`config.mk`:
```
export PLATFORM = sky130hd
export DESIGN_NAME = pixel_fetch
export DESIGN_NICKNAME = d
export VERILOG_FILES = /design/src/rtl/pixel_pkg.sv /design/src/rtl/pixel_addr_calc.sv /design/src/rtl/pixel_fetch.sv
export SDC_FILE = /design/constraint.sdc
export NUM_CORES = 1
export LEC_CHECK = 0
export CAP_MARGIN = 40
export CORE_UTILIZATION = 42
export CTS_BUF_LIST = sky130_fd_sc_hd__clkbuf_2
export DETAILED_ROUTE_END_ITERATION = 10
export SETUP_SLACK_MARGIN = 0.02
export SYNTH_ARGS = -nofsm -noshare
export SYNTH_HDL_FRONTEND = slang
export SYNTH_SLANG_ARGS = --single-unit
```
`constraint.sdc`:
```
create_clock -name clk -period 16.41 [get_ports clk]
set_input_delay 4.923 -clock clk [delete_from_list [all_inputs] [get_ports clk]]
set_output_delay 4.923 -clock clk [all_outputs]
set_load 0.05 [all_outputs]
```
`src/rtl/pixel_pkg.sv`:
```
// Shared types for the pixel fetch stage: pixel byte layout, RGB record and fetch FSM states.
package pixel_pkg;

  localparam int unsigned BYTES_PER_PIXEL = 3;

  typedef struct packed {
    logic [7:0] r;
    logic [7:0] g;
    logic [7:0] b;
  } rgb_t;

  typedef enum logic [2:0] {
    IDLE,
    CALC,
    READ,
    DRAIN,
    OUT
  } fetch_state_t;

endpackage

```
`src/rtl/pixel_addr_calc.sv`:
```
// Registered (x,y) -> byte address of the pixel, plus the out-of-range flag.
// Range checking is built only when PIXEL_FETCH_BOUNDS_CHECK_EN is defined.
module pixel_addr_calc
  import pixel_pkg::*;
#(
  parameter int unsigned IMG_W     = 900,
  parameter int unsigned IMG_H     = 300,
  parameter int unsigned ADDR_W    = 20,
  parameter int unsigned BASE_ADDR = 0
) (
  input  logic                     clk,
  input  logic                     rst_n,
  input  logic                     en,
  input  logic [$clog2(IMG_W)-1:0] x,
  input  logic [$clog2(IMG_H)-1:0] y,
  output logic [ADDR_W-1:0]        addr,
  output logic                     oob
);

  logic [ADDR_W-1:0] addr_d;
  logic [ADDR_W-1:0] addr_q;

  // Product formed at 64 bits, then truncated: out-of-range coords wrap modulo 2**ADDR_W.
  assign addr_d = ADDR_W'(64'(BASE_ADDR) +
                          64'(BYTES_PER_PIXEL) * (64'(y) * 64'(IMG_W) + 64'(x)));

`ifdef PIXEL_FETCH_BOUNDS_CHECK_EN
  assign oob = (32'(x) >= IMG_W) || (32'(y) >= IMG_H);
`else
  assign oob = 1'b0;
`endif

  always_ff @(posedge clk or negedge rst_n) begin
    if (!rst_n) begin
      addr_q <= '0;
    end else if (en) begin
      addr_q <= addr_d;
    end
  end

  assign addr = addr_q;

endmodule

```
`src/rtl/pixel_fetch.sv`:
```
// Fetches one 24-bit RGB pixel as three byte reads from a 1-cycle-latency memory.
// Define PIXEL_FETCH_BOUNDS_CHECK_EN to answer out-of-range coordinates with pix_err instead.
module pixel_fetch
  import pixel_pkg::*;
#(
  parameter int unsigned IMG_W     = 900,
  parameter int unsigned IMG_H     = 300,
  parameter int unsigned ADDR_W    = 20,
  parameter int unsigned BASE_ADDR = 0
) (
  input  logic                     clk,
  input  logic                     rst_n,
  input  logic                     req_valid,
  output logic                     req_ready,
  input  logic [$clog2(IMG_W)-1:0] req_x,
  input  logic [$clog2(IMG_H)-1:0] req_y,
  output logic                     mem_rd_en,
  output logic [ADDR_W-1:0]        mem_addr,
  input  logic [7:0]               mem_rd_data,
  output logic                     pix_valid,
  input  logic                     pix_ready,
  output logic [23:0]              pix_data,
  output logic                     pix_err
);

  if (64'(BASE_ADDR) + 64'(BYTES_PER_PIXEL) * 64'(IMG_W) * 64'(IMG_H) > (64'd1 << ADDR_W))
  begin : g_size_check
    $error("pixel_fetch: frame does not fit in the ADDR_W-bit byte address space");
  end

  fetch_state_t             state_q, state_d;
  logic [1:0]               k_q, k_d;
  logic [$clog2(IMG_W)-1:0] x_q, x_d;
  logic [$clog2(IMG_H)-1:0] y_q, y_d;
  rgb_t                     pix_q, pix_d;
  logic                     err_q, err_d;
  logic [ADDR_W-1:0]        addr_q;
  logic                     oob;

  pixel_addr_calc #(
    .IMG_W    (IMG_W),
    .IMG_H    (IMG_H),
    .ADDR_W   (ADDR_W),
    .BASE_ADDR(BASE_ADDR)
  ) u_addr_calc (
    .clk  (clk),
    .rst_n(rst_n),
    .en   (state_q == CALC),
    .x    (x_q),
    .y    (y_q),
    .addr (addr_q),
    .oob  (oob)
  );

  always_comb begin
    state_d = state_q;
    k_d     = k_q;
    x_d     = x_q;
    y_d     = y_q;
    pix_d   = pix_q;
    err_d   = err_q;
    unique case (state_q)
      IDLE: begin
        if (req_valid) begin
          x_d     = req_x;
          y_d     = req_y;
          state_d = CALC;
        end
      end
      CALC: begin
        k_d   = '0;
        err_d = oob;
        if (oob) begin
          pix_d   = '0;
          state_d = OUT;
        end else begin
          state_d = READ;
        end
      end
      READ: begin
        // Read data trails its strobe by one cycle: byte k lands while strobe k+1 is out.
        if (k_q == 2'd1) pix_d.r = mem_rd_data;
        if (k_q == 2'd2) begin
          pix_d.g = mem_rd_data;
          state_d = DRAIN;
        end else begin
          k_d = k_q + 2'd1;
        end
      end
      DRAIN: begin
        pix_d.b = mem_rd_data;
        state_d = OUT;
      end
      OUT: begin
        if (pix_ready) state_d = IDLE;
      end
      default: state_d = IDLE;
    endcase
  end

  always_ff @(posedge clk or negedge rst_n) begin
    if (!rst_n) begin
      state_q <= IDLE;
      k_q     <= '0;
      x_q     <= '0;
      y_q     <= '0;
      pix_q   <= '0;
      err_q   <= 1'b0;
    end else begin
      state_q <= state_d;
      k_q     <= k_d;
      x_q     <= x_d;
      y_q     <= y_d;
      pix_q   <= pix_d;
      err_q   <= err_d;
    end
  end

  assign req_ready = (state_q == IDLE);
  assign mem_rd_en = (state_q == READ);
  assign mem_addr  = (state_q == READ) ? addr_q + ADDR_W'(k_q) : '0;
  assign pix_valid = (state_q == OUT);
  assign pix_data  = pix_q;
  assign pix_err   = (state_q == OUT) & err_q;

endmodule

```
# ---- After elaboration in Yosys (flattened, before gate mapping)
# Index checks and enable logic that the tools add are counted.
dict set report totals {
  word_cells 37
  out_inout_bits 48
  ff_bits 68
  input_bits 31
}
dict set report op_classes {
  reduce_logical 7
  n_addsub 3
  n_eq_ne 10
  mux 7
  multipliers 2
}
# operator count
set ops {}
lappend ops {{2-bit by 64-bit multiplier with 20-bit output, first input constant} 1}
lappend ops {{19-bit by 10-bit adder with 20-bit output} 1}
lappend ops {{20-bit by 2-bit adder with 20-bit output} 1}
lappend ops {{20-bit 2-to-1 mux} 1}
lappend ops {{9-bit by 8-bit multiplier with 17-bit output, second input constant} 1}
lappend ops {{3-bit one-hot mux with 5 select lines} 1}
lappend ops {{3-bit 2-to-1 mux} 3}
lappend ops {{2-bit AND reduction} 4}
lappend ops {{3-bit by 2-bit == test with 1-bit output, second input constant} 2}
lappend ops {{2-bit by 1-bit != test with 1-bit output, second input constant} 2}
lappend ops {{2-bit != test, second input constant} 2}
lappend ops {{2-bit one-hot mux with 2 select lines} 1}
lappend ops {{3-bit by 1-bit == test with 1-bit output, second input constant} 1}
lappend ops {{3-bit == test, second input constant} 1}
lappend ops {{3-bit logical NOT} 1}
lappend ops {{3-bit AND reduction} 1}
lappend ops {{2-bit by 1-bit adder with 2-bit output, second input constant} 1}
lappend ops {{2-bit by 1-bit == test with 1-bit output, second input constant} 1}
lappend ops {{2-bit == test, second input constant} 1}
lappend ops {{2-bit 2-to-1 mux} 1}
lappend ops {{2-bit nonzero test} 1}

# ---- Longest topological paths before layout
dict set report depth {
  word_depth 3
  mapped_depth 23
  mapped_depth_nobuf 23
}

# ---- By module
# A second synthesis with hierarchy kept.
dict set report unflattened {
  hier_cells 547
  hier_area_um2 5640.4
}
# mod seq_area_each_um2 area_per_inst_um2 cells_each instances
set modules_own_cells {}
lappend modules_own_cells {pixel_addr_calc 500.5 3190.6 335 1}
lappend modules_own_cells {pixel_fetch 1226.2 2449.8 212 1}

# ---- Worst setup path before layout
# OpenSTA, ideal clock, no wires.
dict set report synth_path {
  kind {register to output}
  start {reg k_q[0]}
  end {out mem_addr[18]}
  stages_incl_launch_ff 8
  slack_ns 9.132
  n_path_buf 1
  required_time_ns 11.487
  arrival_ns 2.355
  path_cell_list {dfrtp_1 ha_1 fa_1 and3_1 clkbuf_1 nand3_1 or3_1 a21oi_1}
}
dict set report synth_via {
  elab_chain_cells 2
}
# element line
set synth_rtl {}
lappend synth_rtl {{start: declaration} pixel_fetch.sv:32} ;# logic [1:0] k_q, k_d;
lappend synth_rtl {{start signal: assignment} pixel_fetch.sv:111} ;# k_q <= k_d;
lappend synth_rtl {{20-bit by 2-bit adder with 20-bit output} pixel_fetch.sv:121} ;# assign mem_addr = (state_q == READ) ? addr_q + ADDR_W'(k_q) : '0;
lappend synth_rtl {{20-bit 2-to-1 mux} pixel_fetch.sv:121}
lappend synth_rtl {{end: declaration} pixel_fetch.sv:18} ;# output logic [ADDR_W-1:0] mem_addr,
# Every way passes these cells.

# ---- Final worst setup path
dict set report layout_path {
  start {reg k_q[1]}
  end {out mem_addr[15]}
}
# The elaborated chain is that of the path after synthesis.

==> impl_summary.md <==
GRT
The global-route met2 utilization is 31.1%. The met3 track demand over resource in global routing is 3.48%. Summed over all layers, the global routing overflow is 0.

The first-pass GRT wire length is 17.8 mm. In the global route stage, met1 resource usage came out at 20.2%. The number of global-route vias before repair is 3939.

After global routing, the most crowded layer is met2. The initial antenna violation count was 0. Entering global routing, the biggest net connects 57 pins. Global routing used 17.1% of the available tracks across all layers.

Final layout
The area growth from synthesis to layout is 19.5%. After filler insertion, the fill cell instance count of the layout stands at 1139. The final layout net count is 718. Summing all non-filler instances in the final layout gives an area of 6380 µm². 0 antenna diodes ended up in the layout. The non-filler instance count after layout is 779. The layout cell share with drive strength beyond 1 is 12.3%.

STA
Derived from the worst setup path, the maximum achievable clock frequency is 122 MHz. In the final timing run, aggregate negative setup slack is 0 ns. On the final layout, the worst clock skew is 0.0258 ns.

The total count of hold-check failures in the final report was 0. The post-route fraction of the period consumed by the critical path is 49.8%. The final count of negative-setup-slack endpoints is 0.

The tightest slew margin relative to the limit is 50.3%. For the pin with the worst max-slew slack, the measured transition is 0.744 ns. The routed design could run at a clock period as short as 8.18 ns.

Setup repair after global routing left no endpoint under its margin. The final max-slew violation count is 0.

Floorplanning
The die span in x is 115 µm. Once the floorplan was initialized, standard cells occupied 43.7% of the core. The area of the core is 12200 µm². The die covers 13200 µm². The initialized floorplan defines 40 standard-cell rows. 79 I/O pins were placed. From bottom edge to top edge, the die measures 115 µm.

Routing
In the routed layout, each cell is associated on average with a via count of 5.09. For this run, design rule violations remaining after detail routing come to 0. The per-cell routed wire length is 13.5 µm. For this block, the via count after detailed routing is 3964.

In this run the remaining antenna-violating nets after routing total 0. In this run, the number of DRC markers left after iteration 0 of detailed routing was 118. The final layout contains routed wiring with a total length of 10.5 mm. Before antenna repair, the detailed router went through 4 iterations.

CTS
The clock tree from TritonCTS is done. The post-CTS setup buffer count is 0. For this design, the CTS-stage hold fixing added 0 buffers. The number of H-tree branching levels is 3. Gates resized during post-CTS repair numbered 0. The number of buffers inserted during clock tree synthesis is 9. Clock latency on the worst-skew pair, taken at its later pin, is 0.52 ns. Clock tree synthesis selected as its root buffer the cell clkbuf_2.

The maximum buffer depth of the clock tree is 2. The post-CTS clock slew at the launch and capture registers of the worst setup and hold paths is 0.18 ns. The total number of clock tree sinks is 68.

Setup path
The top cell family by delay on the critical path is buffers and inverters. The largest individual stage delay along the critical path comes from the cell clkdlybuf4s50_1. Data arrives at the worst endpoint at 3.26 ns. The critical path goes through ha_1, a21o_1, and3_1, nand3_1, or3_1, a21oi_1, clkdlybuf4s50_1. The worst setup path is captured at a primary output. At the worst endpoint, the required time is 11.49 ns. Counting both buffers and inverters, the worst setup path holds a total of 1. STA classifies the critical path startpoint as a register.

The maximum single-stage delay on the critical path is 0.85 ns. Of all nets on the critical path, the largest fanout is 6. By startpoint and endpoint, the worst setup path is classified as register to primary output.

Synth
The number of enable flip-flop cells after synthesis is 0. The main flop type after synthesis is dfrtp_1. Synthesis handed over a netlist of 531 instances. The share of flip-flops with an asynchronous set or reset after synthesis is 100%. The mean instance size in the synthesized netlist is 10.1 µm². For this run, the register share of the synthesized area comes to 31.9%. Synthesis instantiated 59 different standard cells from the library. The area of the mapped netlist is 5340 µm². The total number of yosys warnings is 0. The post-synth net total is 643.

The synthesized design contains 68 register bits.

Hold path
The min-delay analysis places its worst path in the category register to register.

Place
At the end of routability-driven placement, the weighted congestion stood at 0.825. The half-perimeter wire length after detailed placement is 8.56 mm. The area of placed instances is 6290 µm².

The count of placed standard cells including taps is 763. The total of buffers placed on input and output ports is 77.

Flow run
The max-cap check violation count is 0.

Outcome
The flow ran to the end, and the final reports show no timing, DRC or antenna violations.
==> stage by stage <==
stage / setup WS (ns) / util (%) / hold WS (ns)
after global placement: 8.80 / 51.2 / 0.486
after detailed placement: 8.78 / 51.5 / 0.493
after CTS: 8.13 / 52.2 / 0.532
final: 8.23 / 52.2 / 0.524
after floorplan: 9.13 / - / 0.473
after global routing: 7.97 / 52.2 / 0.546
==> area by class of cell <==
class | instances | area (µm²) | area share (%)
Sequential cell | 68 | 1700 | 26.7
Clock inverter | 5 | 28.8 | 0.451
Timing Repair Buffer | 80 | 816 | 12.8
Tap cell | 168 | 210 | 3.30
Clock buffer | 11 | 55.1 | 0.863
Inverter | 22 | 82.6 | 1.29
Multi-Input combinational cell | 425 | 3480 | 54.6
==> cell usage in the layout (no fill, tap or decap), types with 20 or more instances in the layout <==
master	netlist	layout
a21oi_1	20	20
clkdlybuf4s50_1	0	76
dfrtp_1	68	68
ha_1	68	68
inv_1	22	22
mux2_2	42	42
nand2_1	43	43
nor2_1	39	39
o21ai_0	30	30
xnor2_1	21	21
xor2_1	27	27
==> logic make-up (layout without fill, tap and decap cells) <==
kind of cell	after synthesis	in the layout	share of synthesized area, %
flip-flops	68	68	31.9
other	1	1	0.0702
AO/OA/AOI/OAI	107	107	13.4
AND/OR/NAND/NOR	140	140	12.7
buffers and inverters	38	118	2.88
XOR/XNOR	51	51	8.79
multiplexers	45	45	9.42
adder cells (fa/ha/maj)	81	81	20.8
==> flip-flops by register name, indices dropped and copies added, names as in the netlist <==
name and cells:
pix_data 24, u_addr_calc.addr 20, x_q 10, y_q 9
state_q 3, k_q 2
==> synth_stat cells (9+ instances only) <==
library cell  number  share of area [%]
xor2_1            27                4.4
a21oi_1           20                1.9
o21ai_0           30                2.8
inv_1             22                1.5
nand3_1            9               0.84
ha_1              68                 16
nand2_1           43                3.0
mux2_2            42                8.9
dfrtp_1           68                 32
nor2_1            39                2.7
xnor2_1           21                3.4
and3_1            13                1.5
clkbuf_1          14               0.98
fa_1              13                4.9
==> routing by layer <==
layer | part of all wire (%) | wire length [µm] | vias up
met5 | 0 | 0 | -
met4 | 1.2 | 121 | 0
met3 | 4.4 | 464 | 11
met2 | 49 | 5110 | 78
met1 | 46 | 4790 | 1833
li1 | - | - | 2042
==> path summary, 6_finish.rpt <==
kind | start | to | slack, ns | cells after the start
worst max-delay path | k_q[1] | mem_addr[15] | 8.23 | 7
worst min-delay path | pix_data[3] | pix_data[3] | 0.52 | 1
worst max register to register | y_q[1] | u_addr_calc.addr[18] | 10.64 | 22
worst min register to register | pix_data[3] | pix_data[3] | 0.52 | 1
max in group asynchronous | rst_n | y_q[6] | 11.56 | 3
min in group asynchronous | rst_n | pix_data[4] | 4.30 | 2
Power is not shown: default switching activity piles up to over one toggle a cycle in this logic, so the estimate is an artifact.
